## config.mk

```make
export PLATFORM = sky130hd
export DESIGN_NAME = rmt_match_router
export DESIGN_NICKNAME = d
export VERILOG_FILES = /design/src/rtl/rmt_match_router_pkg.sv /design/src/rtl/rmt_match_router_skid.sv /design/src/rtl/rmt_match_router.sv
export SDC_FILE = /design/constraint.sdc
export NUM_CORES = 2
export LEC_CHECK = 0
export CORE_AREA = 2 2 490 492
export CTS_CLUSTER_DIAMETER = 50
export DETAILED_ROUTE_END_ITERATION = 16
export DIE_AREA = 0 0 492 494
export GPL_TIMING_DRIVEN = 0
export HOLD_SLACK_MARGIN = 0.05
export PLACE_DENSITY = 0.41
export SKIP_LAST_GASP = 1
export SLEW_MARGIN = 20
export SYNTH_ARGS = -nofsm -noshare
export SYNTH_HDL_FRONTEND = slang
export SYNTH_SLANG_ARGS = --single-unit
```

## constraint.sdc

```tcl
create_clock -name clk -period 6 [get_ports clk]
set_input_delay 1.2 -clock clk [delete_from_list [all_inputs] [get_ports clk]]
set_output_delay 1.2 -clock clk [all_outputs]
set_load 0.005 [all_outputs]
```

## src/rtl/rmt_match_router_pkg.sv

```systemverilog
// Shared types and default header constants for the match router.
// Header offsets are byte positions within the first beat of a packet.
package rmt_pkg;

    typedef enum logic [1:0] {
        S_IDLE = 2'd0,
        S_FWD  = 2'd1,
        S_DROP = 2'd2
    } state_t;

    localparam int          DEF_ETH_OFFSET   = 12;
    localparam int          DEF_DELIM_OFFSET = 42;
    localparam int          DEF_FUNC_OFFSET  = 44;
    localparam logic [15:0] DEF_ETH_VALUE    = 16'h0008;
    localparam logic [15:0] DEF_DELIM_VALUE  = 16'hF0E1;

    localparam int          FUNC_WIDTH       = 16;

endpackage

```

## src/rtl/rmt_match_router_skid.sv

```systemverilog
// Two-entry output register for a bundled AXI-Stream payload.
// Ready is a flop; it looks ahead at the next occupancy so a single free slot keeps full rate.
module axis_skid_reg #(
    parameter int WIDTH = 8
) (
    input  logic             clk,
    input  logic             rst,
    input  logic [WIDTH-1:0] in_data,
    input  logic             in_valid,
    output logic             in_ready,
    output logic [WIDTH-1:0] out_data,
    output logic             out_valid,
    input  logic             out_ready
);

    logic [WIDTH-1:0] head_reg;
    logic [WIDTH-1:0] spare_reg;
    logic [1:0]       count_reg;
    logic [1:0]       count_next;
    logic             ready_reg;
    logic             valid_reg;
    logic             push;
    logic             pop;

    assign push = in_valid && ready_reg;
    assign pop  = valid_reg && out_ready;

    always_comb begin
        count_next = count_reg;
        if (push && !pop) begin
            count_next = count_reg + 2'd1;
        end else if (pop && !push) begin
            count_next = count_reg - 2'd1;
        end
    end

    always_ff @(posedge clk or negedge rst) begin
        if (!rst) begin
            head_reg  <= '0;
            spare_reg <= '0;
            count_reg <= 2'd0;
            ready_reg <= 1'b0;
            valid_reg <= 1'b0;
        end else begin
            count_reg <= count_next;
            ready_reg <= (count_next != 2'd2);
            valid_reg <= (count_next != 2'd0);
            case (count_reg)
                2'd0: begin
                    if (push) head_reg <= in_data;
                end
                2'd1: begin
                    if (push && pop) begin
                        head_reg <= in_data;
                    end else if (push) begin
                        spare_reg <= in_data;
                    end
                end
                default: begin
                    // Full: ready is already low, so only a pop can happen.
                    if (pop) head_reg <= spare_reg;
                end
            endcase
        end
    end

    assign in_ready  = ready_reg;
    assign out_valid = valid_reg;
    assign out_data  = head_reg;

endmodule

```

## src/rtl/rmt_match_router.sv

```systemverilog
// AXI-Stream classifier: checks the first-beat header, matches the function code against a
// runtime rule table and forwards the packet with a per-packet tdest, or sinks it.
module rmt_match_router
    import rmt_pkg::*;
#(
    parameter int          DATA_WIDTH     = 512,
    parameter int          KEEP_WIDTH     = DATA_WIDTH / 8,
    parameter int          USER_WIDTH     = 8,
    parameter int          DEST_WIDTH     = 2,
    parameter int          RULE_COUNT     = 4,
    parameter int          ETH_OFFSET     = DEF_ETH_OFFSET,
    parameter int          DELIM_OFFSET   = DEF_DELIM_OFFSET,
    parameter int          FUNC_OFFSET    = DEF_FUNC_OFFSET,
    parameter logic [15:0] ETH_VALUE      = DEF_ETH_VALUE,
    parameter logic [15:0] DELIM_VALUE    = DEF_DELIM_VALUE,
    parameter int          DEFAULT_DEST   = 0,
    parameter bit          DROP_UNMATCHED = 1'b0,
    parameter int          CNT_WIDTH      = 32,
    localparam int         IDX_WIDTH      = (RULE_COUNT > 1) ? $clog2(RULE_COUNT) : 1
) (
    input  logic                  clk,
    input  logic                  rst,

    input  logic [DATA_WIDTH-1:0] s_axis_tdata,
    input  logic [KEEP_WIDTH-1:0] s_axis_tkeep,
    input  logic                  s_axis_tvalid,
    output logic                  s_axis_tready,
    input  logic                  s_axis_tlast,
    input  logic [USER_WIDTH-1:0] s_axis_tuser,

    output logic [DATA_WIDTH-1:0] m_axis_tdata,
    output logic [KEEP_WIDTH-1:0] m_axis_tkeep,
    output logic                  m_axis_tvalid,
    input  logic                  m_axis_tready,
    output logic                  m_axis_tlast,
    output logic [USER_WIDTH-1:0] m_axis_tuser,
    output logic [DEST_WIDTH-1:0] m_axis_tdest,

    input  logic                  cfg_we,
    input  logic [IDX_WIDTH-1:0]  cfg_idx,
    input  logic                  cfg_valid,
    input  logic [FUNC_WIDTH-1:0] cfg_func,
    input  logic [DEST_WIDTH-1:0] cfg_dest,

    output logic [CNT_WIDTH-1:0]  stat_fwd,
    output logic [CNT_WIDTH-1:0]  stat_drop
);

    localparam int SKID_WIDTH = DATA_WIDTH + KEEP_WIDTH + 1 + USER_WIDTH + DEST_WIDTH;

    state_t                  state_reg;
    logic [DEST_WIDTH-1:0]   dest_reg;
    logic [CNT_WIDTH-1:0]    stat_fwd_reg;
    logic [CNT_WIDTH-1:0]    stat_drop_reg;

    logic                    rule_valid_reg [RULE_COUNT];
    logic [FUNC_WIDTH-1:0]   rule_func_reg  [RULE_COUNT];
    logic [DEST_WIDTH-1:0]   rule_dest_reg  [RULE_COUNT];
    logic [RULE_COUNT-1:0]   rule_hit;

    logic [15:0]             eth_field;
    logic [15:0]             delim_field;
    logic [FUNC_WIDTH-1:0]   func_field;
    logic                    hdr_ok;
    logic                    hit;
    logic [DEST_WIDTH-1:0]   hit_dest;
    logic [DEST_WIDTH-1:0]   beat_dest;
    logic                    fwd_now;
    logic                    fwd_beat;
    logic                    accept;

    logic                    skid_in_ready;
    logic                    skid_out_valid;
    logic [SKID_WIDTH-1:0]   skid_in_data;
    logic [SKID_WIDTH-1:0]   skid_out_data;
    logic [DEST_WIDTH-1:0]   skid_dest;

    assign eth_field   = s_axis_tdata[ETH_OFFSET*8 +: 16];
    assign delim_field = s_axis_tdata[DELIM_OFFSET*8 +: 16];
    assign func_field  = s_axis_tdata[FUNC_OFFSET*8 +: FUNC_WIDTH];
    assign hdr_ok      = (eth_field == ETH_VALUE) && (delim_field == DELIM_VALUE);

    genvar gi;
    generate
        for (gi = 0; gi < RULE_COUNT; gi++) begin : g_cmp
            assign rule_hit[gi] = rule_valid_reg[gi] && (rule_func_reg[gi] == func_field);
        end
    endgenerate

    // Walk from the top index down so the lowest matching index is the one left standing.
    always_comb begin
        hit      = 1'b0;
        hit_dest = '0;
        for (int i = RULE_COUNT - 1; i >= 0; i--) begin
            if (rule_hit[i]) begin
                hit      = 1'b1;
                hit_dest = rule_dest_reg[i];
            end
        end
    end

    assign beat_dest = hit ? hit_dest : DEST_WIDTH'(DEFAULT_DEST);
    assign fwd_now   = hdr_ok && (hit || !DROP_UNMATCHED);
    assign fwd_beat  = ((state_reg == S_IDLE) && fwd_now) || (state_reg == S_FWD);
    assign skid_dest = (state_reg == S_IDLE) ? beat_dest : dest_reg;

    // While dropping, the input is a sink and never waits on the output side.
    assign s_axis_tready = (state_reg == S_DROP) || skid_in_ready;
    assign accept        = s_axis_tvalid && s_axis_tready;

    always_ff @(posedge clk or negedge rst) begin
        if (!rst) begin
            for (int i = 0; i < RULE_COUNT; i++) begin
                rule_valid_reg[i] <= 1'b0;
                rule_func_reg[i]  <= '0;
                rule_dest_reg[i]  <= '0;
            end
        end else begin
            for (int i = 0; i < RULE_COUNT; i++) begin
                if (cfg_we && (cfg_idx == IDX_WIDTH'(i))) begin
                    rule_valid_reg[i] <= cfg_valid;
                    rule_func_reg[i]  <= cfg_func;
                    rule_dest_reg[i]  <= cfg_dest;
                end
            end
        end
    end

    always_ff @(posedge clk or negedge rst) begin
        if (!rst) begin
            state_reg <= S_IDLE;
            dest_reg  <= '0;
        end else if (accept) begin
            case (state_reg)
                S_IDLE: begin
                    if (fwd_now) begin
                        dest_reg <= beat_dest;
                        if (!s_axis_tlast) state_reg <= S_FWD;
                    end else if (!s_axis_tlast) begin
                        state_reg <= S_DROP;
                    end
                end
                S_FWD, S_DROP: begin
                    if (s_axis_tlast) state_reg <= S_IDLE;
                end
                default: state_reg <= S_IDLE;
            endcase
        end
    end

    always_ff @(posedge clk or negedge rst) begin
        if (!rst) begin
            stat_fwd_reg  <= '0;
            stat_drop_reg <= '0;
        end else if (accept && s_axis_tlast) begin
            if (fwd_beat) begin
                if (stat_fwd_reg != '1) stat_fwd_reg <= stat_fwd_reg + CNT_WIDTH'(1);
            end else begin
                if (stat_drop_reg != '1) stat_drop_reg <= stat_drop_reg + CNT_WIDTH'(1);
            end
        end
    end

    assign skid_in_data = {s_axis_tdata, s_axis_tkeep, s_axis_tlast, s_axis_tuser, skid_dest};

    axis_skid_reg #(
        .WIDTH (SKID_WIDTH)
    ) u_skid (
        .clk       (clk),
        .rst       (rst),
        .in_data   (skid_in_data),
        .in_valid  (s_axis_tvalid && fwd_beat),
        .in_ready  (skid_in_ready),
        .out_data  (skid_out_data),
        .out_valid (skid_out_valid),
        .out_ready (m_axis_tready)
    );

    assign {m_axis_tdata, m_axis_tkeep, m_axis_tlast, m_axis_tuser, m_axis_tdest} = skid_out_data;
    assign m_axis_tvalid = skid_out_valid;
    assign stat_fwd      = stat_fwd_reg;
    assign stat_drop     = stat_drop_reg;

endmodule
```

==> metrics.csv <==
stage,metric,value,unit
power,power.leakage,37.0,nW
floorplan,dieArea,243000,µm²
clock_tree,h-tree-depth,4,
run,max-cap-violations,0,
grt,antenna_found_initial,110,
floorplan,start_util,23.4,%
clock_tree,cts_repair_resize_count,0,
final_layout,final_cells,9251,
floorplan,core.rowCount,179,
floorplan,io_pins,1264,
final_layout,final_common_cell,dfrtp_1,
clock_tree,cts_setup_buffers,0,
sta,finalClockSkew,0.0485,ns
worst_setup_path,crit_arrival,5.35,ns
clock_tree,clk_latency,0.86,ns
final_layout,fillers,23943,
final_layout,regArea,33100,µm²
worst_setup_path,critPathLaunchType,primary input,
final_layout,multi_input_area,20900,µm²
power,seqPwrFrac,31.2,%
power,power_density,494,nW/µm²
grt,busiest_layer,met2,
synth,yosys_warnings,0,
route,dr.pass1.iters,5,
power,pwr-share-clk,32.6,%
floorplan,die_w,492,µm
sta,fmax,215,MHz
final_layout,area_growth,43.9,%
synth,synthesis.area,55600,µm²
floorplan,design.core.area,237000,µm²
sta,rsz0062_at_grt,no,
placement,numPortBuffers,1247,
worst_setup_path,crit_type,in2reg,
grt,use_met1,22.9,%
sta,timing.slew.headroom,25.2,%
placement,dpl.hpwl,187000,µm
synth,syn_nets,5013,
final_layout,most-common-layout-cells,"dfrtp_1, clkdlybuf4s50_1, nand2_1, o21ai_0, mux2i_1",
power,ir_drop,0.243,mV
power,swShare,35.0,%
clock_tree,clockBufferDepth,3,
clock_tree,cts_buffers,212,
placement,place.gp.congestion,0.844,
clock_tree,clkSlewWorstSetupHoldPaths,0.05,ns
clock_tree,clockRootBuffer,clkbuf_16,
worst_setup_path,cp-end-kind,flip-flop,
route,drc,0,
status,outcome,finished clean,
grt,overflow,0,
sta,fin_crit,4.66,ns
synth,ys_async_sr_fraction,100,%
grt,grtUsageTotal,19.4,%
clock_tree,cts_tree,done,
route,drtAntennaViolNets,0,
sta,hold_viol,0,
power,pwr-share-comb,36.1,%
grt,met3_usage,7.61,%
final_layout,design.final.nets,6489,
synth,syn_avg_cell_area,12.7,µm²
power,switchingPower,13.9,mW
sta,report.final.slew_viol_count,0,
power,intPower,25.7,mW
worst_setup_path,critPathRequiredTime,6.69,ns
sta,setup_tns,0,ns
final_layout,drive_gt1_share,18.4,%
placement,placed_cells,8823,
sta,period_share,77.7,%
grt,gr-usage-met2,32.1,%
route,viasPerCell,4.41,
route,avgRoutedWirePerCell,26.1,µm
clock_tree,cts_hold_buf,0,
synth,yosysSeqAreaShare,59.5,%
route,dr_total_vias,40787,
synth,synth-seq-cells,1322,
route,drtIter0Drc,2162,
floorplan,die_h,494,µm
synth,ys.flop_type,dfrtp_1,
sta,setup_viol,0,
worst_setup_path,crit_fanout,10,
grt,grt_max_degree,125,
clock_tree,cts.sinks,1322,
sta,worst_pin_slew,1.12,ns
route,wl,242000,µm
grt,grt_pass1_vias,42065,
min_path,hp-class,in2async,
synth,synth_edf_count,0,
synth,synthCells,4395,
synth,ys_types,49,
grt,grt_pass1_wl,335000,µm
-- cell usage after synthesis, types with 2 or more instances --
cell type / count / area share [%]
mux2_1: 85 / 1.7
mux2_2: 582 / 12
buf_1: 4 / 0.027
and4_1: 8 / 0.13
and3_1: 12 / 0.13
mux2i_1: 585 / 11
or4_1: 2 / 0.027
buf_6: 52 / 1.1
o22ai_1: 3 / 0.034
a31oi_1: 2 / 0.022
or2_2: 3 / 0.034
nand2_1: 625 / 4.2
clkbuf_1: 149 / 1.0
o21ai_0: 590 / 5.3
buf_2: 80 / 0.72
nand3_1: 23 / 0.21
inv_1: 15 / 0.10
nor3_1: 12 / 0.11
xnor2_1: 82 / 1.3
nor2_1: 28 / 0.19
dfrtp_1: 1322 / 59
nor4_1: 12 / 0.13
nand3b_1: 2 / 0.027
ha_1: 7 / 0.16
nand4_1: 30 / 0.34
xor2_1: 46 / 0.72
a211oi_1: 2 / 0.027
and4bb_2: 2 / 0.045
and2_1: 8 / 0.090
o221ai_1: 2 / 0.031
a221o_1: 2 / 0.036
-- cell type report --
cell class                      count  area share (%)
Sequential cell                  1322            41.3
Clock buffer                      271            7.29
Timing Repair Buffer             1262            16.1
Antenna cell                       32           0.100
Multi-Input combinational cell   2772            26.1
Inverter                           15          0.0703
Clock inverter                    124            2.06
Tap cell                         3167            4.95
Buffer                            286            1.97
-- cell families (layout without fill, tap and decap cells) --
| kind of cell | count (synthesis) | count (layout) | synth area share, % |
|---|---|---|---|
| flip-flops | 1322 | 1322 | 59.5 |
| multiplexers | 1252 | 1252 | 24.0 |
| AND/OR/NAND/NOR | 777 | 777 | 5.85 |
| AO/OA/AOI/OAI | 607 | 607 | 5.57 |
| buffers and inverters | 301 | 1958 | 2.92 |
| XOR/XNOR | 128 | 128 | 2.01 |
| adder cells (fa/ha/maj) | 8 | 8 | 0.175 |
| other | 0 | 32 | 0 |
-- layer usage --
metal  vias up  wire, µm
met3       413     21300
met5         -       448
met4        68      7980
met2      1267    115000
met1     20620     96400
li1      18419         -
-- final timing paths --
path	cells past startpoint	start	endpoint	slack (ns)
worst max-delay path	11	s_axis_tdata[337]	u_skid.out_data[434]	1.34
worst min-delay path	1	rst	u_skid.out_data[436]	0.21
worst max register to register	8	u_skid.count_reg[1]	u_skid.out_data[540]	1.70
worst min register to register	2	u_skid.out_data[542]	u_skid.out_data[542]	0.47
max in group asynchronous	6	rst	u_skid.spare_reg[166]	2.91
min in group clk	2	u_skid.out_data[542]	u_skid.out_data[542]	0.47
-- per-stage QoR --
stage	total power, mW	utilization (%)	hold slack (ns)	setup slack [ns]	cell area, µm²
after floorplan	18.1	-	0.464	2.84	55600
after global placement	27.2	30.4	0.460	-63.77	72100
after detailed placement	27.2	30.5	0.469	0.295	72500
after CTS	40.4	33.7	0.144	1.22	80000
after global routing	41.8	33.7	0.174	1.10	80000
final	39.6	33.7	0.214	1.34	80100
-- power by group through the flow --
stage	Combinational [mW]	Clock (mW)	Sequential (mW)
floorplan	5.73	0	12.4
global placement	14.6	0	12.6
detailed placement	14.7	0	12.5
CTS	14.7	13.3	12.4
global route	15.5	13.7	12.6
finish	14.3	12.9	12.4
-- critical path, cell delays in order --
cell and delay [ns]:
clkdlybuf4s50_1 0.66, and4bb_2 0.28, nand4_1 0.30, o31ai_2 0.19, and3_1 0.29, buf_4 0.19
a32oi_2 0.45, buf_2 0.47, buf_2 0.50, clkbuf_1 0.57, o21ai_0 0.21
Note: power is estimated with default switching activity, not from simulation.
